`config.mk`:
```
export PLATFORM = sky130hd
export DESIGN_NAME = keypad_decoder
export DESIGN_NICKNAME = d
export VERILOG_FILES = /design/src/rtl/keypad_decoder.sv
export SDC_FILE = /design/constraint.sdc
export NUM_CORES = 1
export LEC_CHECK = 0
export BUFFER_PORTS_ARGS = -buffer_cell sky130_fd_sc_hd__buf_2
export CORE_ASPECT_RATIO = 0.9
export CORE_UTILIZATION = 50
export DETAILED_ROUTE_END_ITERATION = 8
export PLACE_DENSITY_LB_ADDON = 0.1
export SYNTH_ARGS = -nofsm -noshare
export SYNTH_HDL_FRONTEND = slang
export SYNTH_SLANG_ARGS = --single-unit
```
`constraint.sdc`:
```
create_clock -name clk -period 11.7 [get_ports clk]
set_clock_uncertainty 0.05 [all_clocks]
set_input_delay 1.17 -clock clk [delete_from_list [all_inputs] [get_ports clk]]
set_output_delay 1.17 -clock clk [all_outputs]
set_load 0.03 [all_outputs]
```
`src/rtl/keypad_decoder.sv`:
```
// keypad_decoder
// Reads the 4x4 keypad columns while the row scanner drives one-hot rows.
// Each debounced key press becomes a 4-bit code with a one-cycle strobe.
// Both press and release are debounced, and multi-key chords are rejected.
//
// Ports
//   clk        system clock, shared with the row scanner
//   rst        asynchronous, active-high reset
//   row_sel    {R1,R2,R3,R4} one-hot row drive from the scanner
//   col        {C1,C2,C3,C4} raw active-high columns, asynchronous to clk
//   key_code   4*row_index + col_index of the accepted key (R1/C1 = index 0)
//   key_valid  one-cycle strobe, key_code valid in the same cycle
//   key_held   high from press acceptance until release acceptance
//
// Optional feature: define KEYPAD_REPEAT_EN to build auto-repeat. The first
// repeat comes 2*REPEAT_SCANS scans after acceptance, and later repeats come
// every REPEAT_SCANS scans.
module keypad_decoder #(
  parameter int DEBOUNCE_SCANS = 4,
  parameter int REPEAT_SCANS   = 32
) (
  input  logic       clk,
  input  logic       rst,
  input  logic [3:0] row_sel,
  input  logic [3:0] col,
  output logic [3:0] key_code,
  output logic       key_valid,
  output logic       key_held
);

  if (DEBOUNCE_SCANS < 1 || DEBOUNCE_SCANS > 15) begin : g_bad_db
    $error("keypad_decoder: DEBOUNCE_SCANS must be 1..15");
  end
  if (REPEAT_SCANS < 2 || REPEAT_SCANS > 255) begin : g_bad_rpt
    $error("keypad_decoder: REPEAT_SCANS must be 2..255");
  end

  localparam logic [3:0] DB = 4'(DEBOUNCE_SCANS);

  typedef enum logic [1:0] {IDLE, PRESS_DB, PRESSED, RELEASE_DB} state_e;

  logic [3:0]  col_s1_q, col_s2_q;   // column synchronizer
  logic [3:0]  row_d1_q, row_d2_q;   // matching row delay
  logic [1:0]  vld_q;                // marks real samples vs post-reset fill
  logic [11:0] snap_q, snap_d;       // R1..R3 slots; R4 uses the live sample
  logic        inv_q;                // current scan saw a bad row drive
  state_e      state_q;
  logic [3:0]  cand_q, cnt_q, key_code_q;
  logic        key_valid_q, key_held_q;

  logic        row_ok, eos, single, match;
  logic [15:0] scan_bits;
  logic [4:0]  hits;
  logic [3:0]  hit_code, cnt_inc;

  // The reset fill of the delay line is not a sample. Without this qualifier,
  // those zero rows would poison the first real scan as invalid.
  assign row_ok = (row_d2_q != 4'd0) && ((row_d2_q & (row_d2_q - 4'd1)) == 4'd0);
  assign eos    = vld_q[1] && (row_d2_q == 4'b0001);

  // Slot for row r / column c is bit 4r+c. col[3] is C1.
  always_comb begin
    snap_d = snap_q;
    if (vld_q[1]) begin
      for (int r = 0; r < 3; r++) begin
        if (row_d2_q[3-r]) begin
          for (int c = 0; c < 4; c++) snap_d[4*r+c] = col_s2_q[3-c];
        end
      end
    end
  end

  // Scan classification. It only matters on end-of-scan cycles.
  always_comb begin
    scan_bits = {col_s2_q[0], col_s2_q[1], col_s2_q[2], col_s2_q[3], snap_q};
    hits      = 5'd0;
    hit_code  = 4'd0;
    for (int k = 0; k < 16; k++) begin
      if (scan_bits[k]) begin
        hits     = hits + 5'd1;
        hit_code = 4'(k);
      end
    end
  end

  assign single  = !inv_q && (hits == 5'd1);
  assign match   = single && (hit_code == cand_q);
  assign cnt_inc = (cnt_q == 4'hF) ? cnt_q : cnt_q + 4'd1;

`ifdef KEYPAD_REPEAT_EN
  localparam logic [8:0] RPT1 = 9'(REPEAT_SCANS);
  localparam logic [8:0] RPT2 = 9'(2 * REPEAT_SCANS);
  logic [8:0] rpt_q, rpt_inc;
  assign rpt_inc = rpt_q + 9'd1;
`endif

  always_ff @(posedge clk or posedge rst) begin
    if (rst) begin
      col_s1_q    <= '0;
      col_s2_q    <= '0;
      row_d1_q    <= '0;
      row_d2_q    <= '0;
      vld_q       <= '0;
      snap_q      <= '0;
      inv_q       <= 1'b0;
      state_q     <= IDLE;
      cand_q      <= '0;
      cnt_q       <= '0;
      key_code_q  <= '0;
      key_valid_q <= 1'b0;
      key_held_q  <= 1'b0;
`ifdef KEYPAD_REPEAT_EN
      rpt_q       <= '0;
`endif
    end else begin
      col_s1_q    <= col;
      col_s2_q    <= col_s1_q;
      row_d1_q    <= row_sel;
      row_d2_q    <= row_d1_q;
      vld_q       <= {vld_q[0], 1'b1};
      snap_q      <= snap_d;
      key_valid_q <= 1'b0;

      if (eos) begin
        inv_q <= 1'b0;
        unique case (state_q)
          IDLE: if (single) begin
            cand_q <= hit_code;
            cnt_q  <= 4'd1;
            if (DB <= 4'd1) begin
              key_code_q  <= hit_code;
              key_valid_q <= 1'b1;
              key_held_q  <= 1'b1;
              state_q     <= PRESSED;
            end else begin
              state_q <= PRESS_DB;
            end
          end
          PRESS_DB: begin
            if (match) begin
              cnt_q <= cnt_inc;
              if (cnt_inc >= DB) begin
                key_code_q  <= cand_q;
                key_valid_q <= 1'b1;
                key_held_q  <= 1'b1;
                state_q     <= PRESSED;
              end
            end else if (single) begin
              cand_q <= hit_code;
              cnt_q  <= 4'd1;
            end else begin
              cnt_q   <= 4'd0;
              state_q <= IDLE;
            end
          end
          PRESSED: begin
            if (match) begin
`ifdef KEYPAD_REPEAT_EN
              if (rpt_inc == RPT2) begin
                rpt_q       <= RPT1;
                key_valid_q <= 1'b1;
              end else begin
                rpt_q <= rpt_inc;
              end
`endif
            end else begin
`ifdef KEYPAD_REPEAT_EN
              rpt_q <= '0;
`endif
              cnt_q <= 4'd1;
              if (DB <= 4'd1) begin
                key_held_q <= 1'b0;
                state_q    <= IDLE;
              end else begin
                state_q <= RELEASE_DB;
              end
            end
          end
          RELEASE_DB: begin
            if (match) begin
              state_q <= PRESSED;
            end else begin
              cnt_q <= cnt_inc;
              if (cnt_inc >= DB) begin
                key_held_q <= 1'b0;
                state_q    <= IDLE;
              end
            end
          end
          default: state_q <= IDLE;
        endcase
      end else if (vld_q[1] && !row_ok) begin
        inv_q <= 1'b1;
      end
    end
  end

  assign key_code  = key_code_q;
  assign key_valid = key_valid_q;
  assign key_held  = key_held_q;

endmodule

```
* After elaboration in Yosys (flattened, before gate mapping) *
Cells that the tools add are included.

storage, ports and cells
  output and inout bits = 6
  flip-flop bits (word level) = 47
  logic and storage cells = 132
  input bits = 10

cells by class
  $lt $le $gt $ge = 1
  add/subtract/negate cells = 17
  reductions and logical operators = 21
  bitwise logic cells = 1
  equal/unequal tests = 17
  multiplexer cells = 60

operators with widths
  cell                                                                    number
  4-bit two-way mux                                                       21
  5-bit by 1-bit adder with 5-bit output (second input constant)          15
  5-bit two-way mux                                                       15
  4-bit case mux with 4 select lines                                      1
  2-bit two-way mux                                                       7
  2-bit inequality test (second input constant)                           7
  1-bit two-way mux                                                       13
  6-bit AND reduction                                                     2
  3-bit inequality test (second input constant)                           3
  2-bit case mux with 4 select lines                                      1
  4-bit case mux with 2 select lines                                      1
  4-bit AND reduction                                                     2
  2-bit AND reduction                                                     3
  2-bit nonzero test                                                      3
  5-bit by 1-bit == test with 1-bit output (second input constant)        1
  1-bit logical AND                                                       5
  4-bit by 1-bit adder with 4-bit output (second input constant)          1
  4-bit AND                                                               1
  2-bit == test (second input constant)                                   2
  4-bit by 1-bit == test with 1-bit output (second input constant)        1
  4-bit == test                                                           1
  4-bit == test (second input constant)                                   1
  4-bit by 3-bit >= comparator with 1-bit output (second input constant)  1
  4-bit zero test                                                         1
  7 further kinds                                                         8

* Depth between registers and ports, before layout *
  word-level depth = 37
  mapped depth = 50
  depth with buffers taken out = 49

* Worst setup path before layout *
Ideal clock, no wire load.

  kind = register to register
  from = register snap_q[1]
  to = register cand_q[1]
  path buffers = 0
  data arrival time = 9488 ps
  setup slack = 2037 ps
  cell stages (with the launch flop) = 49
  period minus slack after synthesis = 9663 ps
  required time = 11525 ps
  setup time = 125 ps
  path through = dfrtp_1 -> inv_1 -> ha_1 -> xor2_1 -> ha_1 -> nand2_1 -> o31ai_1 -> ha_1 -> mux2_2 -> ha_1 -> nor2b_1 -> nor3_1 -> ha_1 -> nand2_1 -> o21ai_0 -> ha_1 -> mux2_2 -> ha_1 -> [13 not listed] -> ha_1 -> nand2_1 -> o21ai_0 -> ha_1 -> mux2_2 -> ha_1 -> mux2_2 -> ha_1 -> nand2_1 -> xnor2_1 -> xnor2_1 -> xnor2_1 -> a2111oi_4 -> nand3_1 -> mux2i_4 -> nand2_2 -> a211oi_2 -> mux2_2

on the way
  longest elaborated chain between the ends = 34
  elaborated cells on any way between the ends = 53
  classes of those cells = add/sub: 14; eq/ne: 3; mux: 33; reduce/logical: 3

RTL lines
  what                                                                              line  source
  start: declaration                                                                45    logic [11:0] snap_q, snap_d;
  start signal: assignment                                                          121   snap_q <= snap_d;
  5-bit two-way mux                                                                 79    if (scan_bits[k]) begin
  5-bit by 1-bit adder with 5-bit output                                            80    hits = hits + 5'd1;
  5-bit two-way mux                                                                 79
  5-bit by 1-bit adder with 5-bit output                                            80
  5-bit two-way mux                                                                 79
  5-bit by 1-bit adder with 5-bit output                                            80
  5-bit two-way mux                                                                 79
  5-bit by 1-bit adder with 5-bit output                                            80
  [18 not listed]                                                                   --
  5-bit two-way mux                                                                 79
  5-bit by 1-bit adder with 5-bit output                                            80
  5-bit two-way mux                                                                 79
  5-bit by 1-bit == test with 1-bit output                                          86    assign single = !inv_q && (hits == 5'd1);
  1-bit logical AND                                                                 86
  4-bit two-way mux / 1-bit logical AND (equally long branches)                     --
  4-bit two-way mux / 2-bit inequality test (equally long branches)                 --
  4-bit case mux with 2 select lines / 3-bit AND reduction (equally long branches)  --
  end signal: assignment                                                            128   cand_q <= hit_code;
  end signal: assignment                                                            149   cand_q <= hit_code;
  end: declaration                                                                  48    logic [3:0] cand_q, cnt_q, key_code_q;

Several ways; a longest one is shown, not always the timed one. The select of a mux whose other input is x is not followed.
A chain may end at the register's enable or synchronous reset.

* Final worst setup path *
  from = register snap_q[0]
  to = register cand_q[2]

on the way
  longest elaborated chain between the ends = 36
  elaborated cells on any way between the ends = 39
  classes of those cells = add/sub: 15; eq/ne: 2; mux: 19; reduce/logical: 3

RTL lines
  what                                                                              line
  1-bit two-way mux *                                                               79
  5-bit by 1-bit adder with 5-bit output                                            80
  5-bit two-way mux *                                                               79
  5-bit by 1-bit adder with 5-bit output                                            80
  5-bit two-way mux *                                                               79
  5-bit by 1-bit adder with 5-bit output                                            80
  5-bit two-way mux *                                                               79
  5-bit by 1-bit adder with 5-bit output                                            80
  [20 not listed]                                                                   --
  5-bit two-way mux *                                                               79
  5-bit by 1-bit adder with 5-bit output                                            80
  5-bit two-way mux *                                                               79
  5-bit by 1-bit == test with 1-bit output *                                        86
  1-bit logical AND *                                                               86
  4-bit two-way mux / 1-bit logical AND (equally long branches)                     --
  4-bit two-way mux / 2-bit inequality test (equally long branches)                 --
  4-bit case mux with 2 select lines / 3-bit AND reduction (equally long branches)  --

Mark *: on every way between the ends. The rest lies on a longest branch, timed or not. The select of a mux whose other input is x is not followed.

==> metrics.txt <==
# TYPE chip_impl_metric gauge
chip_impl_metric{name="io_pins",unit=""} 16
chip_impl_metric{name="coreArea",unit="µm²"} 7080
chip_impl_metric{name="drc_errors",unit=""} 0
chip_impl_metric{name="synth_seq_area_share",unit=""} 0.321
chip_impl_metric{name="timing.critical_path.slowest_cell_delay",unit="ns"} 0.41
chip_impl_metric{name="clkTransAtPathRegs",unit="ns"} 0.10
chip_impl_metric{name="die_width",unit="µm"} 92.3
chip_impl_metric{name="clock_tree.htree_level_count",unit=""} 2
chip_impl_metric{name="timing.final.crit_period",unit="ns"} 10.58
chip_impl_metric{name="synth-warning-count",unit=""} 0
chip_impl_metric{name="worst-path-max-fanout",unit=""} 8
chip_impl_metric{name="grt_pass1_vias",unit=""} 2717
chip_impl_metric{name="hpwlAfterDp",unit="µm"} 5400
chip_impl_metric{name="postLayoutCoreUtil",unit=""} 0.551
chip_impl_metric{name="tightest_slew",unit="ns"} 0.970
chip_impl_metric{name="dr_total_vias",unit=""} 2768
chip_impl_metric{name="hold_violations",unit=""} 0
chip_impl_metric{name="layout_cell_share_with_drive_strength_beyond_1",unit=""} 0.164
chip_impl_metric{name="finish.net_count",unit=""} 416
chip_impl_info{name="tritoncts",value="done"} 1
chip_impl_metric{name="postSynthNetCount",unit=""} 407
chip_impl_metric{name="first_pass_grt_wire_length",unit="µm"} 12600
chip_impl_metric{name="worst-endpoint-required",unit="ns"} 11.84
chip_impl_metric{name="avgViaCountPerCell",unit=""} 5.72
chip_impl_metric{name="grt-ovfl-total",unit=""} 0
chip_impl_info{name="synth.area.top_cells",value="sky130_fd_sc_hd__dfrtp_1 32%, sky130_fd_sc_hd__ha_1 5.5%, sky130_fd_sc_hd__mux2_2 5.2%"} 1
chip_impl_metric{name="postSynthAreaPerCell",unit="µm²"} 9.63
chip_impl_metric{name="floorplan.rows",unit=""} 29
chip_impl_metric{name="worst_skew_pair.late_latency",unit="ns"} 0.30
chip_impl_metric{name="max-clock-path-buffers",unit=""} 2
chip_impl_info{name="synth.most_common_cell",value="sky130_fd_sc_hd__dfrtp_1"} 1
chip_impl_metric{name="grt_max_degree",unit=""} 48
chip_impl_metric{name="drtIter0Drc",unit=""} 120
chip_impl_metric{name="cts_buffers",unit=""} 5
chip_impl_metric{name="drt-wirelength-per-cell",unit="µm"} 14.6
chip_impl_info{name="worstSetupStartpointType",value="register"} 1
chip_impl_metric{name="drt-total-wl",unit="µm"} 7040
chip_impl_metric{name="slew_headroom",unit=""} 0.353
chip_impl_metric{name="grt_use_total",unit=""} 0.201
chip_impl_metric{name="cts_resized",unit=""} 0
chip_impl_metric{name="die_y",unit="µm"} 83.2
chip_impl_metric{name="buffer_ports.inserted",unit=""} 15
chip_impl_metric{name="synth_enable_flop_cells",unit=""} 0
chip_impl_metric{name="die_area",unit="µm²"} 7680
chip_impl_metric{name="grt_antenna_before_repair",unit=""} 0
chip_impl_metric{name="timing.final.setup_violations",unit=""} 0
chip_impl_info{name="critical-path-top-cell-by-count",value="sky130_fd_sc_hd__ha_1"} 1
chip_impl_metric{name="n_fill_cell",unit=""} 638
chip_impl_metric{name="min_period_over_period",unit=""} 0.905
chip_impl_metric{name="cp.arrival",unit="ns"} 10.72
chip_impl_metric{name="synth_top_area_frac",unit=""} 0.321
chip_impl_info{name="grt_setup_unrepaired",value="false"} 1
chip_impl_info{name="timing_worst_setup_path_type",value="reg -> reg"} 1
chip_impl_metric{name="yosys_register_bits",unit=""} 47
chip_impl_metric{name="n_antenna_cell",unit=""} 0
chip_impl_info{name="clock_tree.root_cell",value="sky130_fd_sc_hd__clkbuf_8"} 1
chip_impl_metric{name="gp_congestion",unit=""} 0.820
chip_impl_metric{name="number_of_slew_limit_violations_in_the_final_report",unit=""} 0
chip_impl_info{name="outcome",value="finished, final reports clean"} 1
chip_impl_metric{name="maxCapViolations",unit=""} 0
chip_impl_metric{name="sinks_on_the_clock_net",unit=""} 47
chip_impl_metric{name="syn_inst",unit=""} 381
chip_impl_metric{name="final_layout_setup_total_negative_slack",unit="ns"} 0
chip_impl_info{name="hold_class",value="reg -> reg"} 1
chip_impl_metric{name="postRouteAntennaNets",unit=""} 0
chip_impl_metric{name="mappedNetlistArea",unit="µm²"} 3670
chip_impl_info{name="synthTopCellsByCount",value="47 x sky130_fd_sc_hd__dfrtp_1, 40 x sky130_fd_sc_hd__nand2_1, 23 x sky130_fd_sc_hd__nor2_1"} 1
chip_impl_info{name="critical-path-slowest-cell",value="sky130_fd_sc_hd__a211oi_2"} 1
chip_impl_info{name="netlist.top_cell.by_area",value="sky130_fd_sc_hd__dfrtp_1"} 1
chip_impl_metric{name="syn_to_final_growth",unit="%"} 6.28
chip_impl_metric{name="fmax",unit="MHz"} 94.5
chip_impl_metric{name="post_synth_arst_share",unit=""} 1.00
chip_impl_metric{name="postCtsSetupBuffers",unit=""} 0
chip_impl_metric{name="start_util",unit=""} 0.518
chip_impl_info{name="synthFlopType",value="sky130_fd_sc_hd__dfrtp_1"} 1
chip_impl_info{name="crit_path_end_kind",value="register"} 1
chip_impl_metric{name="cts-hold-fix-buffers",unit=""} 0
chip_impl_metric{name="synth_cell_type_count",unit=""} 68
chip_impl_metric{name="detailedRoute.firstPassIterationCount",unit=""} 4
[kinds of logic after synthesis]
family,synth area share
AO/OA/AOI/OAI,0.148
XOR/XNOR,0.171
adder cells (fa/ha/maj),0.0546
buffers and inverters,0.0403
flip-flops,0.321
multiplexers,0.0911
other,0.00102
AND/OR/NAND/NOR,0.173
[worst paths after layout]
path | slack, ns | end | cells past startpoint | start
setup / recovery | 1.12 | cand_q[2]$_DFFE_PP0P_ | 48 | snap_q[0]$_DFFE_PP0P_
hold / removal | 0.31 | row_d2_q[3]$_DFF_PP0_ | 0 | row_d1_q[3]$_DFF_PP0_
setup reg to reg | 1.12 | cand_q[2]$_DFFE_PP0P_ | 48 | snap_q[0]$_DFFE_PP0P_
hold reg to reg | 0.31 | row_d2_q[3]$_DFF_PP0_ | 0 | row_d1_q[3]$_DFF_PP0_
max in group asynchronous | 9.96 | col_s2_q[0]$_DFF_PP0_ | 2 | rst
min in group asynchronous | 1.04 | col_s2_q[3]$_DFF_PP0_ | 2 | rst
[per-layer routing]
metal  GRT usage  wire length (µm)  vias to the layer above
li1            -                 -                     1397
met1       0.296              3730                     1322
met2       0.314              3050                       41
met3      0.0330               193                        8
met4      0.0369                61                        0
met5           0                 0                        -
[final cells by class]
class                   instances  area, µm²  area share
clock inverters                 3       22.5     0.00578
repair buffers                 16       82.6      0.0212
multi-input cells             297       2340       0.602
clock buffers                   5       68.8      0.0177
flip-flops and latches         47       1180       0.302
well taps                      93        116      0.0299
inverters                      23       86.3      0.0222
[state kept, by name, indices dropped and copies added, names as in the netlist, named ones only]
register and count:
snap_q 12, row_d1_q 4, col_s2_q 4, inv_q 1
state_q 1, vld_q 2, key_code 4, key_valid 1
cnt_q 4, col_s1_q 4, row_d2_q 4, cand_q 4
key_held 1
[cells in the final DEF, fill, tap and decap left out, types with 3 or more instances in the layout]
cell	n
sky130_fd_sc_hd__dfrtp_1	47
sky130_fd_sc_hd__nand2_1	40
sky130_fd_sc_hd__nor2_1	23
sky130_fd_sc_hd__inv_1	20
sky130_fd_sc_hd__xnor2_1	20
sky130_fd_sc_hd__o21ai_0	19
sky130_fd_sc_hd__mux2_2	17
sky130_fd_sc_hd__ha_1	16
sky130_fd_sc_hd__nand3_1	15
sky130_fd_sc_hd__buf_2	15
sky130_fd_sc_hd__xor2_1	14
sky130_fd_sc_hd__a21oi_1	13
sky130_fd_sc_hd__nor3_1	10
sky130_fd_sc_hd__a31oi_1	7
sky130_fd_sc_hd__mux2i_1	6
sky130_fd_sc_hd__xnor3_1	6
sky130_fd_sc_hd__nand4_1	6
sky130_fd_sc_hd__o211ai_1	5
sky130_fd_sc_hd__or3_1	5
sky130_fd_sc_hd__clkbuf_8	5
sky130_fd_sc_hd__o31ai_1	4
sky130_fd_sc_hd__nand3b_1	4
sky130_fd_sc_hd__mux2_4	4
sky130_fd_sc_hd__nor4_1	3
sky130_fd_sc_hd__a211oi_1	3
sky130_fd_sc_hd__and2_1	3
sky130_fd_sc_hd__xnor2_2	3
sky130_fd_sc_hd__nor3b_1	3
sky130_fd_sc_hd__nor2b_1	3
sky130_fd_sc_hd__and4_1	3
[critical path, delay by kind of cell, from the launching register on]
kind | cells | cell delay [ns]
compound gates | 9 | 1.70
xor+xnor | 4 | 0.60
fa+ha+maj | 14 | 4.03
buf+inv | 4 | 0.33
flops | 1 | 0.39
mux | 8 | 2.36
simple gates | 9 | 0.99
[stage by stage]
step | instances | worst slack (ns) | hold WS [ns] | cell area [µm²]
2_1_floorplan | 381 | 2.04 | 0.281 | 3670
6_report | 484 | 1.12 | 0.306 | 3900
4_1_cts | 484 | 1.08 | 0.308 | 3900
5_1_grt | 484 | 0.301 | 0.312 | 3900
3_5_place_dp | 476 | 1.12 | 0.286 | 3810
3_3_place_gp | 476 | 1.37 | 0.281 | 3810
Power is not shown: default switching activity piles up to over one toggle a cycle in this logic, so the estimate is an artifact.
